File: src/rtl/bus_pkg.sv
// Definitions shared by both sides of the wide bus FIFO: default geometry,
// lane-index width helper and the drain state encoding.
package bus_pkg;

    localparam int unsigned BUS_WIDTH    = 32;
    localparam int unsigned BUS_IN_DEPTH = 6;

    typedef enum logic {
        StEmpty,
        StStream
    } bus_state_e;

    // A single-lane entry still needs a 1-bit lane index.
    function automatic int unsigned lane_w(input int unsigned depth);
        return (depth > 1) ? $clog2(depth) : 1;
    endfunction

endpackage

File: src/rtl/bus_fifo_unpacker.sv
// Read-side drain for the wide bus FIFO: pops one IN_DEPTH*WIDTH entry from a
// show-ahead FIFO and serialises it lane 0 first as a WIDTH-bit valid/ready stream.
module bus_fifo_unpacker
    import bus_pkg::*;
#(
    parameter int unsigned WIDTH    = BUS_WIDTH,
    parameter int unsigned IN_DEPTH = BUS_IN_DEPTH,
    parameter int unsigned CNT_W    = 16,
    localparam int unsigned LANE_W  = lane_w(IN_DEPTH)
) (
    input  logic                      clk,
    input  logic                      rstn,
    input  logic                      fifo_empty,
    input  logic [IN_DEPTH*WIDTH-1:0] fifo_rd_data,
    output logic                      fifo_rd_en,
    input  logic                      flush,
    output logic                      out_valid,
    input  logic                      out_ready,
    output logic [WIDTH-1:0]          out_data,
    output logic [LANE_W-1:0]         out_lane,
    output logic                      out_last,
    output logic                      busy,
    output logic [CNT_W-1:0]          beat_cnt
);

    localparam logic [LANE_W-1:0] LastLane = LANE_W'(IN_DEPTH - 1);

    bus_state_e                state_q, state_d;
    logic [LANE_W-1:0]         lane_q, lane_d;
    logic [IN_DEPTH*WIDTH-1:0] hold_q, hold_d;
    logic [CNT_W-1:0]          beat_cnt_q, beat_cnt_d;

    logic hold_valid;
    logic hs;
    logic done;

    always_ff @(posedge clk or negedge rstn) begin
        if (!rstn) begin
            state_q    <= StEmpty;
            lane_q     <= '0;
            hold_q     <= '0;
            beat_cnt_q <= '0;
        end else begin
            state_q    <= state_d;
            lane_q     <= lane_d;
            hold_q     <= hold_d;
            beat_cnt_q <= beat_cnt_d;
        end
    end

    always_comb begin
        hold_valid = (state_q == StStream);
        // Flush masks valid in the same cycle so no beat can slip out during an abort.
        out_valid  = hold_valid & ~flush;
        out_lane   = lane_q;
        out_last   = (lane_q == LastLane);
        out_data   = hold_q[int'(lane_q) * WIDTH +: WIDTH];
        busy       = hold_valid;
        beat_cnt   = beat_cnt_q;
        hs         = out_valid & out_ready;
        done       = hs & out_last;
        fifo_rd_en = ~flush & ~fifo_empty & (~hold_valid | done);
    end

    always_comb begin
        state_d    = state_q;
        lane_d     = lane_q;
        hold_d     = hold_q;
        beat_cnt_d = hs ? beat_cnt_q + CNT_W'(1) : beat_cnt_q;
        if (flush) begin
            state_d = StEmpty;
            lane_d  = '0;
        end else if (fifo_rd_en) begin
            // Covers both the first load and a bubble-free reload on the last beat.
            state_d = StStream;
            hold_d  = fifo_rd_data;
            lane_d  = '0;
        end else if (done) begin
            state_d = StEmpty;
            lane_d  = '0;
        end else if (hs) begin
            lane_d = lane_q + LANE_W'(1);
        end
    end

endmodule

File: config.mk
export PLATFORM = sky130hd
export DESIGN_NAME = bus_fifo_unpacker
export DESIGN_NICKNAME = d
export VERILOG_FILES = /design/src/rtl/bus_pkg.sv /design/src/rtl/bus_fifo_unpacker.sv
export SDC_FILE = /design/constraint.sdc
export NUM_CORES = 1
export LEC_CHECK = 0
export CAP_MARGIN = 20
export CORE_MARGIN = 1
export CORE_UTILIZATION = 44
export CTS_CLUSTER_SIZE = 10
export DETAILED_ROUTE_END_ITERATION = 6
export HOLD_SLACK_MARGIN = 0.02
export PLACE_DENSITY = 0.85
export SLEW_MARGIN = 20
export SYNTH_ARGS = -nofsm -noshare
export SYNTH_HDL_FRONTEND = slang
export SYNTH_SLANG_ARGS = --single-unit
File: constraint.sdc
create_clock -name clk -period 2.1 [get_ports clk]
set_input_delay 0.525 -clock clk [delete_from_list [all_inputs] [get_ports clk]]
set_output_delay 0.525 -clock clk [all_outputs]
set_load 0.005 [all_outputs]
## Yosys cells after proc, flatten, opt, wreduce, memory -nomap -nowiden

Index checks and enable logic that the tools add are counted.

| operators by class | value |
|---|---|
| add/subtract/negate cells | 2 |
| multipliers | 0 |
| divide/modulo/power cells | 0 |
| magnitude comparators | 0 |
| eq/ne operators | 1 |
| shift-type cells | 1 |
| multiplexer cells | 7 |
| bitwise operators | 9 |
| reductions and logical operators | 3 |

Operators with widths:

| operator | number |
|---|---|
| $shiftx A192 B9 Y32 | 1 |
| $add A16 B1 Y16 const B | 1 |
| $mux W3 | 4 |
| $and A1 B1 Y1 | 5 |
| $reduce_bool A4 Y1 | 1 |
| $add A3 B1 Y3 const B | 1 |
| $eq A3 B3 Y1 const B | 1 |
| $mux W1 | 3 |
| $not A1 Y1 | 3 |
| $reduce_bool A3 Y1 | 1 |
| $reduce_and A2 Y1 | 1 |
| $or A1 B1 Y1 | 1 |

| word-level totals | value |
|---|---|
| register bits | 212 |
| latch bits | 0 |
| bits in writable memories | 0 |
| ROM bits | 0 |
| input bits | 197 |
| output and inout port bits | 55 |
| memories | 0 |

## Depth between registers and ports, before layout

| logic depth | value |
|---|---|
| word-level depth | 8 |
| mapped depth | 9 |
| mapped depth without buffers | 6 |

## Least setup slack after synthesis

Ideal clock, no wire load.

| path | value |
|---|---|
| path kind | register to output |
| start | register lane_q[1] (netlist: out_lane[1]) |
| end | output port fifo_rd_en |
| arrival | 1.750 ns |
| data required time | 1.575 ns |
| slack | -0.175 ns |
| stages on the path, launching flop included | 9 |
| cells stage by stage | dfrtp_1 > clkbuf_1 > inv_1 > ha_1 > and2_2 > nand2_1 > a211oi_4 > buf_4 > buf_6 |

| on the way | value |
|---|---|
| cells in the longest elaborated chain, start to end | 4 |

Ends and longest elaborated chain:

| item | RTL line | source |
|---|---|---|
| start: declaration | bus_fifo_unpacker.sv:29 | `logic [LANE_W-1:0] lane_q, lane_d;` |
| start signal: assignment | bus_fifo_unpacker.sv:45 | `lane_q <= lane_d;` |
| $eq A3 B3 Y1 | bus_fifo_unpacker.sv:56 | `out_last = (lane_q == LastLane);` |
| named net out_last | bus_fifo_unpacker.sv:21 | `output logic out_last,` |
| $and A1 B1 Y1 | bus_fifo_unpacker.sv:61 | `done = hs & out_last;` |
| $or A1 B1 Y1 | bus_fifo_unpacker.sv:62 | `fifo_rd_en = ~flush & ~fifo_empty & (~hold_valid \| done);` |
| $and A1 B1 Y1 | bus_fifo_unpacker.sv:62 |  |
| end: declaration | bus_fifo_unpacker.sv:15 | `output logic fifo_rd_en,` |

The timed path passes the listed nets, and every way through them passes these cells.

## Final worst setup path

| path | value |
|---|---|
| start | register lane_q[0] (netlist: out_lane[0]) |
| end | output port out_data[17] |

| on the way | value |
|---|---|
| cells in the longest elaborated chain, start to end | 1 |

Ends and longest elaborated chain:

| item | RTL line | source |
|---|---|---|
| $shiftx A192 B9 Y32 | bus_fifo_unpacker.sv:57 | `out_data = hold_q[int'(lane_q) * WIDTH +: WIDTH];` |
| end: declaration | bus_fifo_unpacker.sv:19 | `output logic [WIDTH-1:0] out_data,` |

Every way passes these cells.

==> results.md <==
- Together, buffers and inverters on the worst path number 5.
- The clock tree from TritonCTS is done.
- The total number of yosys warnings is 0.
- The kind of cell with the highest combined delay along the critical path is buffers and inverters.
- The placed wire-length estimate after detailed placement is 16600 um.
- The relative area change from synthesis to final layout is 60.2%.
- The category of the worst setup path capture point is a primary output.
- The flip-flop and latch count after synthesis is 212.
- The number of global-route vias before repair was 8026.
- The global-route wire length before repair is 46400 um.
- The final reports fail on negative setup slack.
- The floorplan step defined a die boundary enclosing 22300 um2.
- The largest stage delay on the critical path is 0.49 ns.
- The number of endpoints failing setup at the final stage is 230.
- The root buffer cell chosen for the clock tree is clkbuf_16.
- Clock skew on the completed layout was measured at 0.00745 ns.
- The total power density per cell area is approximately 800 nW/um2.
- The largest vdd supply drop is slightly below 600 uV.
- The maximum achievable frequency is ~0.37 GHz.
- In this run the worst path has a maximum fanout of 6.
- The switching power as a share of total power is around a quarter.
- The fraction of final layout cells with drive strength greater than 1 is 45.4%.
- The commonest cells after synthesis are 212 x dfrtp_1, 136 x mux2_1, 57 x mux2_2.
- In this run, the number of DRC markers left after iteration 0 of detailed routing was roughly 340.
- Sequential cells burn between 40% and 50% of the power.
- The number of synthesized flops with an enable pin is 0.
- The flow ran to the end, but the final reports show violations.
- The classification of the worst setup path is reg -> out.
- The via density per instance is 5.54.
- The mapped netlist covers 9550 um2.
- The maximum number of pins on one net before global-route repair is 53.
- After detailed routing, the average wire length per cell comes to approximately 24 um.
- CTS built an H-tree with a depth of 1.
- The share of the yosys chip area belonging to registers is about 56%.
- From bottom edge to top edge, the die measures 149 um.
- The via count is 7061.
- The required time of the critical path is approximately 1.6 ns.
- After layout, the worst setup slack is -0.578 ns.
- Yosys attributes the largest share of cell area to dfrtp_1 56%, mux2_1 16%, mux4_2 7.5%.
- The final antenna diode count is 0.
- Setup repair after global routing could not meet its margin everywhere.
- The initial utilization of the core area, before any placement, comes to 45.1%.
- In the finished design, the share of the clock period the worst path needs comes to 128%.
- The signal on the critical path passes through buf_12 -> buf_12 -> buf_12 -> mux4_2 -> inv_2 -> o22ai_2 -> buf_2.
- The signal arrival time at the worst endpoint is about 2.2 ns.
- Across the whole layout, storage elements account for 5310 um2.
- The number of antenna violations at the first check in global routing is 0.
- After layout, the minimum clock period comes to around 2.7 ns.
- The count of final max-slew check failures is 0.
- Clock-pin slew was measured on the worst setup and hold paths at 0.06 ns.
- The area of combinational cells with multiple inputs is roughly 4600 um2.
- The number of fill cells is between 1000 and 1500.
- The insertion delay of the later-clocked pin in the worst-skew pair is approximately 0.51 ns.
- In this run the power spent charging and discharging nets is 3.07 mW.
- The first detailed-routing pass ran for 6 iterations.
- Counting flops with an async set or reset pin after synthesis yields a share of 100%.
- After global routing the overflow that remains totals 0.
- The detailed-route DRC error count is 0.
- The worst setup path is launched from a flop.
- The number of hold violations in the final report is 0.
- Synthesis handed over a netlist of 639 instances.
- The area of the core is ~21000 um2.
- The top-level I/O count is around 250.
- The most numerous cell type found on the critical path is buf_12.
- The clock network fraction of design power is 31.1%.
- The horizontal die dimension is 149 um.
- The overall global routing resource usage is 27.8%.
- The final core utilization is just over 70%.
- The distinct cell type count of the synthesized netlist is 31.
- The remaining antenna violation count is 0.
- The final non-filler cell total is 1274.
- The number of placed instances, taps included, is between 1000 and 1500.
- The number of nets in the final layout is 1196.
- The net count of the mapped netlist is approximately 840.
- The fraction of synthesized cell area taken by the top area cell type is between 50% and 60%.
- At the pin with the least slew margin, the transition time is about 0.49 ns.
- In this run, the combinational gates consume 25.2% of the power.
- dfrtp_1 takes more of the synthesized area than any other cell.
- The cell with the most instances after synthesis is dfrtp_1.
- In this run, CTS created clock tree buffers numbering 25.
- A synthesized cell averages ~15 um2.
- The number of buffers on the longest clock path is 3.
- The row count is 53.
- The largest individual stage delay along the critical path comes from the cell dfrtp_4.
- Routability-driven placement finished with a final weighted congestion of 0.801.
- The worst pin sits at a relative slew slack of 67.4%.
- The tool flagged a number of max-cap violations equal to 0.
- The final routed wirelength across all metal layers is 31200 um.
- The class of the tightest hold or removal check is reg -> reg.
- The primary flip-flop cell chosen by synthesis mapping is dfrtp_1.
- The total number of clock tree sinks is 212.
- The number of buffer cells added on primary ports is 251.
- The internal cell power is 9.14 mW.
- The analysis attributes to cell leakage a power of 6.77 nW.
through the flow:
stage / power, mW / setup TNS [ns] / setup WS [ns] / cell area [um2] / hold WS [ns]
after floorplan: 6.31 / -0.0228 / -0.0228 / 9570 / 0.229
after global placement: 7.35 / -58.86 / -0.333 / 12500 / 0.463
after detailed placement: 7.47 / -62.26 / -0.367 / 12500 / 0.468
after CTS: 12.0 / -95.34 / -0.594 / 15200 / 0.475
after global routing: 12.7 / -112.57 / -0.641 / 15300 / 0.510
final: 12.2 / -101.07 / -0.578 / 15300 / 0.470
worst paths after layout:
path	start	endpoint	slack, ns	depth (start not counted)
min in group asynchronous	rstn	hold_q[186]	0.55	2
hold / removal	beat_cnt[15]	beat_cnt[15]	0.47	1
hold reg to reg	beat_cnt[15]	beat_cnt[15]	0.47	1
max in group asynchronous	rstn	hold_q[4]	0.87	3
setup reg to reg	out_lane[0]	hold_q[80]	-0.49	14
setup / recovery	out_lane[0]	out_data[17]	-0.58	7
state kept, by name (all words and copies together), names as in the netlist:
register	cells
hold_q	192
beat_cnt	16
out_lane	3
busy	1
power by group through the flow:
stage                     combinational [mW]  clock, mW  sequential (mW)
after global routing                    3.27       4.01             5.40
after detailed placement                2.17          0             5.30
after floorplan                         1.16          0             5.16
after global placement                  2.10          0             5.25
after CTS                               2.89       3.83             5.27
final                                   3.07       3.79             5.34
timing repair:
item	4_1_cts	5_1_grt
hold endpoints to repair	43	0
setup endpoints to repair	220	233
cloned	30	2
resized for setup	383	103
setup buffers	50	19
hold buffers	1	0
pin swaps	3	2
layout by cell type, fill, tap and decap left out, types with 4 or more instances in the layout:
| cell | instances |
|---|---|
| buf_16 | 15 |
| inv_1 | 4 |
| buf_6 | 14 |
| o22ai_2 | 5 |
| mux4_2 | 32 |
| clkbuf_16 | 27 |
| inv_2 | 30 |
| nand2_1 | 8 |
| xor2_1 | 6 |
| buf_8 | 11 |
| buf_4 | 42 |
| nand3_1 | 6 |
| clkdlybuf4s50_1 | 211 |
| mux2_4 | 192 |
| buf_12 | 36 |
| clkbuf_8 | 4 |
| xnor2_1 | 9 |
| buf_2 | 33 |
| dfrtp_1 | 209 |
| mux2i_1 | 33 |
| nor2_1 | 8 |
| o22ai_1 | 27 |
logic make-up after synthesis:
kind of cell	Yosys count	synth area share, %
AO/OA/AOI/OAI	37	2.54
XOR/XNOR	15	1.38
adder cells (fa/ha/maj)	3	0.393
buffers and inverters	75	4.26
flip-flops	212	55.6
multiplexers	258	33.8
AND/OR/NAND/NOR	39	2.08
cell type report:
cell class / count / share of cell area [%]
Inverter: 34 / 0.834
Multi-Input combinational cell: 352 / 30.3
Tap cell: 275 / 2.25
Timing Repair Buffer: 371 / 27.5
Sequential cell: 212 / 34.7
Clock buffer: 30 / 4.41
metal layers:
layer | routed length [um] | track usage (%) | up-vias
met5 | 0 | 0 | -
met4 | 1160 | 11.3 | 0
met3 | 1790 | 5.72 | 83
met2 | 15900 | 46.5 | 295
met1 | 12400 | 35.0 | 3661
li1 | - | - | 3022
worst register-to-register path: stages (launching register included):
cell	delay (ns)
dfrtp_4	0.49
buf_12	0.15
buf_4	0.13
buf_6	0.11
buf_6	0.11
ha_4	0.15
and2_4	0.17
nand2_4	0.08
a211oi_4	0.06
buf_4	0.14
buf_8	0.13
buf_12	0.15
buf_12	0.14
buf_16	0.15
mux2_4	0.32
Note: power is estimated with default switching activity, not from simulation.
